[src/rtl/ber_pkg.sv]
// Shared types and constants for the PRBS BER checker.
// BER_PRBS31_EN widens the history to 31 bits so PRBS31 can be checked.
package ber_pkg;

    typedef enum logic {
        HUNT   = 1'b0,
        LOCKED = 1'b1
    } ber_state_t;

    localparam int WORD_W = 64;
    localparam int NERR_W = 7;

    localparam int PRBS7_TAP_A  = 6;
    localparam int PRBS7_TAP_B  = 7;
    localparam int PRBS31_TAP_A = 28;
    localparam int PRBS31_TAP_B = 31;

`ifdef BER_PRBS31_EN
    localparam int HIST_W = PRBS31_TAP_B;
`else
    localparam int HIST_W = PRBS7_TAP_B;
`endif

endpackage

[src/rtl/ber_popcount64.sv]
// Registered 64-to-7 population count, one cycle of latency.
module ber_popcount64
    import ber_pkg::*;
(
    input  logic              CLKS,
    input  logic              RSTXS,
    input  logic [WORD_W-1:0] i_din,
    output logic [NERR_W-1:0] o_cnt
);

    logic [NERR_W-1:0] w_sum;
    logic [NERR_W-1:0] r_cnt_p2;

    always_comb begin
        w_sum = '0;
        for (int i = 0; i < WORD_W; i++) begin
            w_sum = w_sum + NERR_W'(i_din[i]);
        end
    end

    // stage p1 -> p2
    always_ff @(posedge CLKS or negedge RSTXS) begin
        if (!RSTXS) begin
            r_cnt_p2 <= '0;
        end else begin
            r_cnt_p2 <= w_sum;
        end
    end

    assign o_cnt = r_cnt_p2;

endmodule

[config.mk]
export PLATFORM = sky130hd
export DESIGN_NAME = ber_popcount64
export DESIGN_NICKNAME = d
export VERILOG_FILES = /design/src/rtl/ber_pkg.sv /design/src/rtl/ber_popcount64.sv
export SDC_FILE = /design/constraint.sdc
export NUM_CORES = 1
export LEC_CHECK = 0
export CAP_MARGIN = 20
export CORE_UTILIZATION = 47
export CTS_CLUSTER_SIZE = 40
export DETAILED_ROUTE_END_ITERATION = 12
export HOLD_SLACK_MARGIN = 0.06
export PLACE_DENSITY = 0.94
export SLEW_MARGIN = 10
export SYNTH_ARGS = -nofsm -noshare
export SYNTH_HDL_FRONTEND = slang
export SYNTH_SLANG_ARGS = --single-unit
[constraint.sdc]
create_clock -name CLKS -period 1.1 [get_ports CLKS]
set_clock_uncertainty 0.05 [all_clocks]
set_input_delay 0.22 -clock CLKS [delete_from_list [all_inputs] [get_ports CLKS]]
set_output_delay 0.22 -clock CLKS [all_outputs]
set_load 0.03 [all_outputs]
# Yosys cells after proc, flatten, opt, wreduce, memory -nomap -nowiden
# Index checks and enable logic that the tools add are counted.
dict set report word_totals {
  regBits 7
  in_bits 66
  out_inout_bits 7
}
dict set report op_classes {
  addsub 63
}
# operator n
set op_table {}
lappend op_table {{$add 7x1->7} 57}
lappend op_table {{$add 6x1->7} 1}
lappend op_table {{$add 5x1->6} 1}
lappend op_table {{$add 4x1->5} 1}
lappend op_table {{$add 3x1->4} 1}
lappend op_table {{$add 2x1->3} 1}
lappend op_table {{$add 1x1->2} 1}

# Longest topological paths before layout
# Gate-level depths: netlist of the first run.
dict set report depth {
  depth_word 63
  mapped_depth 20
  ltp_nobuf 20
}

# Least setup slack after synthesis of the first run
# No wires, ideal clock.
dict set report synth_path {
  path_kind {input port to flip-flop}
  startpoint {in i_din[53]}
  endpoint {reg r_cnt_p2[6] (netlist: o_cnt[6])}
  t_arrival_ns 5.403
  required_ns 0.926
  path_slack_ns -4.477
  stages 19
  n_path_buf 0
  path_cell_list {fa_1 -> inv_1 -> fa_1 -> inv_1 -> fa_1 -> inv_1 -> fa_1 -> inv_1 -> fa_1 -> inv_1 -> fa_1 -> fa_1 -> fa_1 -> inv_1 -> ha_1 -> fa_1 -> a211o_2 -> a21oi_1 -> o21bai_1}
}
dict set report synth_between {
  elab_chain_cells 11
}
# item line_no
set synth_lines {}
lappend synth_lines {{start, declared} ber_popcount64.sv:7} ;# input logic [WORD_W-1:0] i_din,
lappend synth_lines {{$add 7x1->7 (11 in series)} ber_popcount64.sv:17} ;# w_sum = w_sum + NERR_W'(i_din[i]);
lappend synth_lines {{net w_sum[6]} ber_popcount64.sv:11} ;# logic [NERR_W-1:0] w_sum;
lappend synth_lines {{end signal, assigned} ber_popcount64.sv:26} ;# r_cnt_p2 <= w_sum;
lappend synth_lines {{end, declared} ber_popcount64.sv:12} ;# logic [NERR_W-1:0] r_cnt_p2;
# The timed path passes the listed nets, and every way through them passes these cells.

# Worst setup path in the final report of the first run
dict set report layout_path {
  startpoint {in i_din[23]}
  endpoint {reg r_cnt_p2[6] (netlist: o_cnt[6])}
}
dict set report layout_between {
  elab_chain_cells 41
}
# item line_no
set layout_lines {}
lappend layout_lines {{$add 7x1->7 (41 in series)} ber_popcount64.sv:17}
lappend layout_lines {{net w_sum[6]} ber_popcount64.sv:11}
# The timed path passes the listed nets, and every way through them passes these cells.

==> results of run 1 <==
## metrics by stage
step,setup WS [ns],instance area [sq um],hold WS (ns),utilization
finish,-4.47,2860,0.195,0.759
floorplan,-4.41,1930,-0.126,-
global placement,-5.02,2790,0.439,0.740
CTS,-4.65,2840,0.205,0.752
detailed placement,-5.22,2790,0.447,0.740
global route,-4.62,2860,0.224,0.759
## critical path: cells and delay by family
kind	cells	cell delay, ns
AOI/OAI and AO/OA	3	0.52
adders and majority gates	10	4.51
buffers and inverters	5	0.36
## final cells by class
type	instances	area share
tap	48	0.0210
inverter	84	0.110
clock buffer	4	0.0157
timing repair buffer	85	0.260
multi-input combinational	88	0.532
sequential	7	0.0612
## cells by family (layout without fill, tap and decap cells)
logic type | after synthesis | count (layout) | share of synthesized area
buffers and inverters | 84 | 173 | 0.166
adder cells (fa/ha/maj) | 69 | 69 | 0.666
AO/OA/AOI/OAI | 14 | 14 | 0.0565
flip-flops | 7 | 7 | 0.0920
AND/OR/NAND/NOR | 3 | 3 | 0.0105
XOR/XNOR | 2 | 2 | 0.00920
## per-layer routing
metal / track usage / vias to the layer above / wire length [um]
met4: 0.0462 / 0 / 43
met2: 0.425 / 63 / 2440
met1: 0.191 / 738 / 1300
li1: - / 667 / -
met3: 0.0451 / 6 / 255
met5: 0 / - / 0
## cell usage after synthesis
library cell / n / area share
xnor2_1: 1 / 0.0046
o211a_1: 1 / 0.0053
nor4b_1: 1 / 0.0046
ha_1: 15 / 0.099
a21oi_1: 3 / 0.0079
o31ai_1: 1 / 0.0039
a21o_2: 1 / 0.0046
a21o_1: 1 / 0.0039
o21bai_1: 1 / 0.0039
fa_1: 54 / 0.57
inv_1: 84 / 0.17
o21a_1: 1 / 0.0039
nor2_1: 1 / 0.0020
a211o_2: 1 / 0.0053
o21ai_2: 1 / 0.0046
dfrtp_1: 7 / 0.092
nand3b_1: 1 / 0.0039
a211oi_1: 2 / 0.0079
xor2_1: 1 / 0.0046
a2111oi_1: 1 / 0.0053
## worst max path at each step
stage               slack, ns  startpoint        to
finish                  -4.47   i_din[23]  o_cnt[6]
global route            -4.62   i_din[53]  o_cnt[6]
CTS                     -4.65   i_din[53]  o_cnt[6]
detailed placement      -5.22   i_din[17]  o_cnt[5]
global placement        -5.02   i_din[17]  o_cnt[5]
floorplan               -4.41   i_din[53]  o_cnt[6]
## timing repair
action                                  CTS  global route
endpoints found under the hold margin     0             0
pin swaps                                41            40
cloned                                    0             0
resized for setup                        60            32
endpoints found under the setup margin    7             7
==> flow_metrics.tcl, run 1 <==
set metrics [dict create \
    finalSetupTns_ns -29.26 \
    port_buffers 72 \
    fp.dieW_um 65.7 \
    layout_common_cells "72 x inv_1, 48 x fa_1, 32 x clkdlybuf4s50_1" \
    area_delta_synth_final_pct 50.4 \
    vias_per_cell 4.66 \
    dp_cells 312 \
    clkTransAtPathRegs_ns 0.04 \
    drt_iter0_drc 36 \
    hpwl_um 3710 \
    worst_ep_required_time_ns 1.16 \
    grt_pass1_vias 1678 \
    yosys_warnings 0 \
    ys_seq_area_frac 0.0920 \
    violations "negative setup slack" \
    cp-start-kind "primary input" \
    grt_use_total 0.203 \
    num_antenna_cells 0 \
    routedWlPerCell_um 12.8 \
    vias 1474 \
    layout_commonest_cell "inv_1" \
    mappedNetlistArea_sq_um 1900 \
    end_kind "flop" \
    drive_gt1_frac 0.246 \
    drv_cap 0 \
    grt_overflow 0 \
    chipHeight_um 65.7 \
    multi_input_area_sq_um 1520 \
    grt_pass1_wl_um 6560 \
    ant_nets 0 \
    cts_setup_buffers 0 \
    arrival_ns 5.63 \
    max_freq_ghz 0.180 \
    htreeDepth 1 \
    crit_type "primary input to flop" \
    finalNonFillerCells 316 \
    max_slew.worst_pin.slew_ns 0.407 \
    crit_chain "dlygate4sd2_1 > inv_2 > fa_1 > fa_1 > inv_2 > fa_1 > inv_2 > fa_2 > fa_2 > fa_1 > fa_2 > fa_1 > inv_2 > ha_4 > fa_2 > a211o_4 > a21oi_2 > o21bai_1" \
    cts.path.max_buffers 2 \
    drc 0 \
    synth_seq_cells 7 \
    fin_crit_ns 5.57 \
    slowest_delay_ns 0.56 \
    cpMostUsedCell "fa_1" \
    cts.sinks 7 \
    drt-total-wl_um 4040 \
    avgSynthCellArea_sq_um 10.6 \
    slew_violations 0 \
    outcome "finished with violations" \
    postCtsHoldBufs 0 \
    fillerInstances 251 \
    cts.root.buffer_cell "clkbuf_8" \
    cp_max_fo 3 \
    antenna_found_initial 0 \
    ios 73 \
    grt_max_degree 8 \
    final_nets 404 \
    numCtsBuffers 3 \
    rows 22 \
    finalHoldViolations 0 \
    dr.pass1.iters 2 \
    ff_latch_area_sq_um 175 \
    crit_slowest_cell "fa_2" \
    timing.final.crit_share 5.06 \
    initial_core_util 0.505 \
    place_congestion 0.770 \
    fin_ws_ns -4.47 \
    dieArea_sq_um 4310 \
    synth_nets 314 \
    synth_cell_type_count 20 \
    cts_tree "done" \
    syn_inst 179 \
    core_area_sq_um 3770 \
    largest_reg_flops 7 \
    hold_class "primary input to asynchronous set/reset pin" \
    maxSlewHeadroom 0.726 \
    rsz0062_at_grt "yes" \
    finalSetupViolCount 7 \
]
Power of run 1 is not shown: default switching activity piles up to over one toggle a cycle in this logic, so the estimate is an artifact.
==> run 2: changes to the inputs <==
Settings changed: SKIP_LAST_GASP set to 1.
==> run 2 against run 1 <==
The flow still finishes with violations (negative setup slack). Utilization down 0.066 points. Die area is the same. Sequential share of layout area about the same. Design area about the same. Final cell count did not move. Clock-buffer cell count did not move. Critical path type unchanged.
==> flow_metrics.tcl, run 2 (synthesized netlist as in run 1, its figures left out) <==
set metrics [dict create \
    drive_gt1_frac 0.243 \
    cts_tree "done" \
    drv_cap 0 \
    fp.dieW_um 65.7 \
    dp_slack_ns -5.22 \
    grt_max_degree 8 \
    utilization 0.759 \
    layout_common_cells "72 x inv_1, 49 x fa_1, 32 x clkdlybuf4s50_1" \
    fin_ws_ns -4.47 \
    num_antenna_cells 0 \
    largest_reg_flops 7 \
    max_slew.worst_pin.slew_ns 0.402 \
    arrival_ns 5.62 \
    clkTransAtPathRegs_ns 0.04 \
    dieArea_sq_um 4310 \
    dr.pass1.iters 4 \
    worst_ep_required_time_ns 1.16 \
    drt-total-wl_um 4010 \
    vias 1462 \
    grt_pass1_wl_um 6560 \
    chipHeight_um 65.7 \
    cp_max_fo 3 \
    routedWlPerCell_um 12.7 \
    rows 22 \
    hold_class "primary input to asynchronous set/reset pin" \
    timing.final.crit_share 5.06 \
    area_delta_synth_final_pct 50.3 \
    antenna_found_initial 0 \
    cts.path.max_buffers 2 \
    core_area_sq_um 3770 \
    rsz0062_at_grt "yes" \
    drt_iter0_drc 33 \
    cp-start-kind "primary input" \
    port_buffers 72 \
    vias_per_cell 4.63 \
    crit_type "primary input to flop" \
    crit_slowest_cell "fa_2" \
    finalHoldViolations 0 \
    slew_violations 0 \
    wl_met2_um 2410 \
    final_nets 404 \
    place_congestion 0.770 \
    cts.sinks 7 \
    layout_commonest_cell "inv_1" \
    routed.top_layer "met4" \
    ant_nets 0 \
    violations "negative setup slack" \
    fin_crit_ns 5.57 \
    crit_chain "dlygate4sd2_1 > inv_1 > fa_1 > fa_1 > inv_2 > fa_1 > inv_2 > fa_2 > fa_2 > fa_1 > fa_2 > fa_1 > inv_2 > ha_4 > fa_2 > a211o_4 > a21oi_2 > o21bai_1" \
    wl_met3_um 290 \
    max_freq_ghz 0.180 \
    finalSetupViolCount 7 \
    ios 73 \
    hpwl_um 3710 \
    numCtsBuffers 3 \
    grt_use_total 0.203 \
    drc 0 \
    postCtsHoldBufs 0 \
    outcome "finished with violations" \
    grt_overflow 0 \
    initial_core_util 0.505 \
    grt_pass1_vias 1678 \
    cts_setup_buffers 0 \
    maxSlewHeadroom 0.729 \
    slowest_delay_ns 0.56 \
    end_kind "flop" \
    wl_met1_um 1270 \
    htreeDepth 1 \
    cts.root.buffer_cell "clkbuf_8" \
    cpMostUsedCell "fa_1" \
]
## run 2: layer usage
metal | vias to the layer above | GRT usage
met5 | - | 0
met4 | 0 | 0.0462
met3 | 6 | 0.0451
met2 | 69 | 0.425
met1 | 720 | 0.191
li1 | 667 | -
## run 2: worst max-delay path, delay by kind of cell
kind / cells / cell delay, ns
fa+ha+maj: 10 / 4.46
compound gates: 3 / 0.52
buf+inv: 5 / 0.43
## run 2: timing repair
item / CTS / global route
pin swaps: 40 / 40
gates resized for setup: 60 / 31
setup endpoints to repair: 7 / 7
cloned: 0 / 0
## run 2: final timing paths
| path | from | slack (ns) | cells after the start | endpoint |
|---|---|---|---|---|
| max in group asynchronous | RSTXS | 0.58 | 1 | o_cnt[1] |
| max | i_din[25] | -4.47 | 18 | o_cnt[6] |
| min in group CLKS | i_din[2] | 0.63 | 2 | o_cnt[0] |
| min | RSTXS | 0.19 | 1 | o_cnt[5] |
## run 2: area by class of cell
cell class | instances | area [sq um]
timing repair buffer | 85 | 746
sequential | 7 | 175
fill | 252 | 910
multi-input combinational | 88 | 1520
clock buffer | 4 | 45.0
tap | 48 | 60.1
inverter | 84 | 315
## run 2: per-stage QoR
step,std cells,setup TNS [ns],hold WS (ns),instance area [sq um]
after floorplan,179,-28.76,-0.126,1930
after global placement,312,-32.77,0.439,2790
after detailed placement,312,-33.96,0.447,2790
after CTS,316,-30.68,0.205,2840
after global routing,316,-30.17,0.224,2860
final,316,-29.28,0.194,2860
Power of run 2 is left out for the same reason.
==> run 3: changes to the inputs <==
Clock period 1.1 ns to 7.21 ns, I/O delays scaled along.
==> run 3 against run 2 <==
The run now ends clean. Global-route usage fell by 2.1 points. First-iteration DRC count fell by 55%. Critical path depth fell by 2. Worst setup slack improved by 4.6 ns. Clock-buffer cell count did not move. Worst hold slack improved by 1.2 ns. Design area fell by 0.70%. Final cell count fell by 2.5%. Utilization fell by 0.53 points. Flip-flop and latch count did not move. Critical endpoint is now o_cnt[4]. Highest routed layer unchanged.
==> flow_metrics.tcl, run 3 (synthesized netlist as in run 1, its figures left out) <==
set metrics [dict create \
    grt_overflow 0 \
    antenna_found_initial 0 \
    dr.pass1.iters 4 \
    finalSetupViolCount 0 \
    cts_tree "done" \
    finalHoldViolations 0 \
    crit_type "primary input to flop" \
    slowest_delay_ns 0.55 \
    drt-total-wl_um 3710 \
    place_congestion 0.728 \
    end_kind "flop" \
    dieArea_sq_um 4310 \
    postCtsHoldBufs 0 \
    ios 73 \
    maxSlewHeadroom 0.790 \
    rows 22 \
    crit_slowest_cell "fa_1" \
    fin_ws_ns 0.119 \
    num_antenna_cells 0 \
    timing.final.crit_share 0.983 \
    worst_ep_required_time_ns 7.25 \
    initial_core_util 0.505 \
    arrival_ns 7.14 \
    drc 0 \
    crit_chain "clkdlybuf4s50_1 > fa_1 > inv_1 > fa_2 > fa_1 > fa_1 > fa_1 > fa_1 > fa_1 > fa_1 > inv_2 > ha_4 > fa_2 > a21o_2 > a211oi_1 > a21oi_1" \
    vias 1393 \
    vias_per_cell 4.52 \
    numCtsBuffers 3 \
    max_slew.worst_pin.slew_ns 0.314 \
    cts.sinks 7 \
    routedWlPerCell_um 12.0 \
    layout_common_cells "72 x inv_1, 57 x clkdlybuf4s50_1, 50 x fa_1" \
    clkTransAtPathRegs_ns 0.04 \
    drt_iter0_drc 15 \
    ant_nets 0 \
    drv_cap 0 \
    cts.root.buffer_cell "clkbuf_8" \
    grt_pass1_wl_um 6010 \
    fp.dieW_um 65.7 \
    hpwl_um 3420 \
    area_delta_synth_final_pct 49.2 \
    cpMostUsedCell "fa_1" \
    drive_gt1_frac 0.127 \
    outcome "finished clean" \
    fin_crit_ns 7.09 \
    grt_use_total 0.182 \
    cp-start-kind "primary input" \
    final_nets 396 \
    cp_max_fo 3 \
    layout_commonest_cell "inv_1" \
    grt_max_degree 8 \
    htreeDepth 1 \
    dp_slack_ns -0.228 \
    slew_violations 0 \
    largest_reg_flops 7 \
    chipHeight_um 65.7 \
    worst_hold_slack_ns 1.43 \
    grt_pass1_vias 1556 \
    core_area_sq_um 3770 \
    cts.path.max_buffers 2 \
    port_buffers 72 \
    max_freq_ghz 0.141 \
    hold_class "primary input to asynchronous set/reset pin" \
]
[run 3: cell count changes in the layout (fill, tap and decap cells not counted), moves of 5 or more]
cell / change
dlygate4sd2_1: -9
clkbuf_2: -5
buf_4: -15
clkdlybuf4s15_1: -5
buf_2: -5
dlymetal6s2s_1: +7
clkdlybuf4s50_1: +25
[run 3: layer usage]
layer	vias up	wire, um	GRT usage	part of all wire
met5	-	0	0	0
met2	63	2160	0.369	0.58
met3	2	304	0.0469	0.082
met1	676	1230	0.190	0.33
met4	0	14	0.0163	0.0038
li1	652	-	-	-
[run 3: worst max-delay path: cells and delay by family]
kind                       cells  cell delay, ns
adders and majority gates     10            4.58
buffers and inverters          3            0.53
AOI/OAI and AO/OA              3            0.58
[run 3: worst paths after layout]
check,startpoint,to,slack [ns],cells past startpoint
setup / recovery,i_din[29],o_cnt[4],0.12,16
hold / removal,RSTXS,o_cnt[3],1.43,1
max in group asynchronous,RSTXS,o_cnt[5],5.45,1
min in group CLKS,i_din[2],o_cnt[0],1.86,2
[run 3: area by class of cell]
class | instances | area, sq um
fill | 262 | 930
tap | 48 | 60.1
timing repair buffer | 77 | 781
sequential | 7 | 175
inverter | 84 | 315
clock buffer | 4 | 45.0
multi-input combinational | 88 | 1470
[run 3: stage by stage]
stage	utilization	cell area, sq um	TNS (ns)	instances
after floorplan	-	1900	0	179
after global placement	0.720	2720	-0.272	303
after detailed placement	0.720	2720	-0.545	303
after CTS	0.733	2760	0	307
after global routing	0.753	2840	-0.0541	308
final	0.753	2840	0	308
[run 3: timing repair]
| action | CTS | global route |
|---|---|---|
| buffers inserted | 0 | 1 |
| endpoints found under the setup margin | 1 | 3 |
| endpoints found under the hold margin | 0 | 0 |
| pin swaps | 0 | 27 |
| gates resized for setup | 1 | 38 |
Power of run 3 is left out for the same reason.
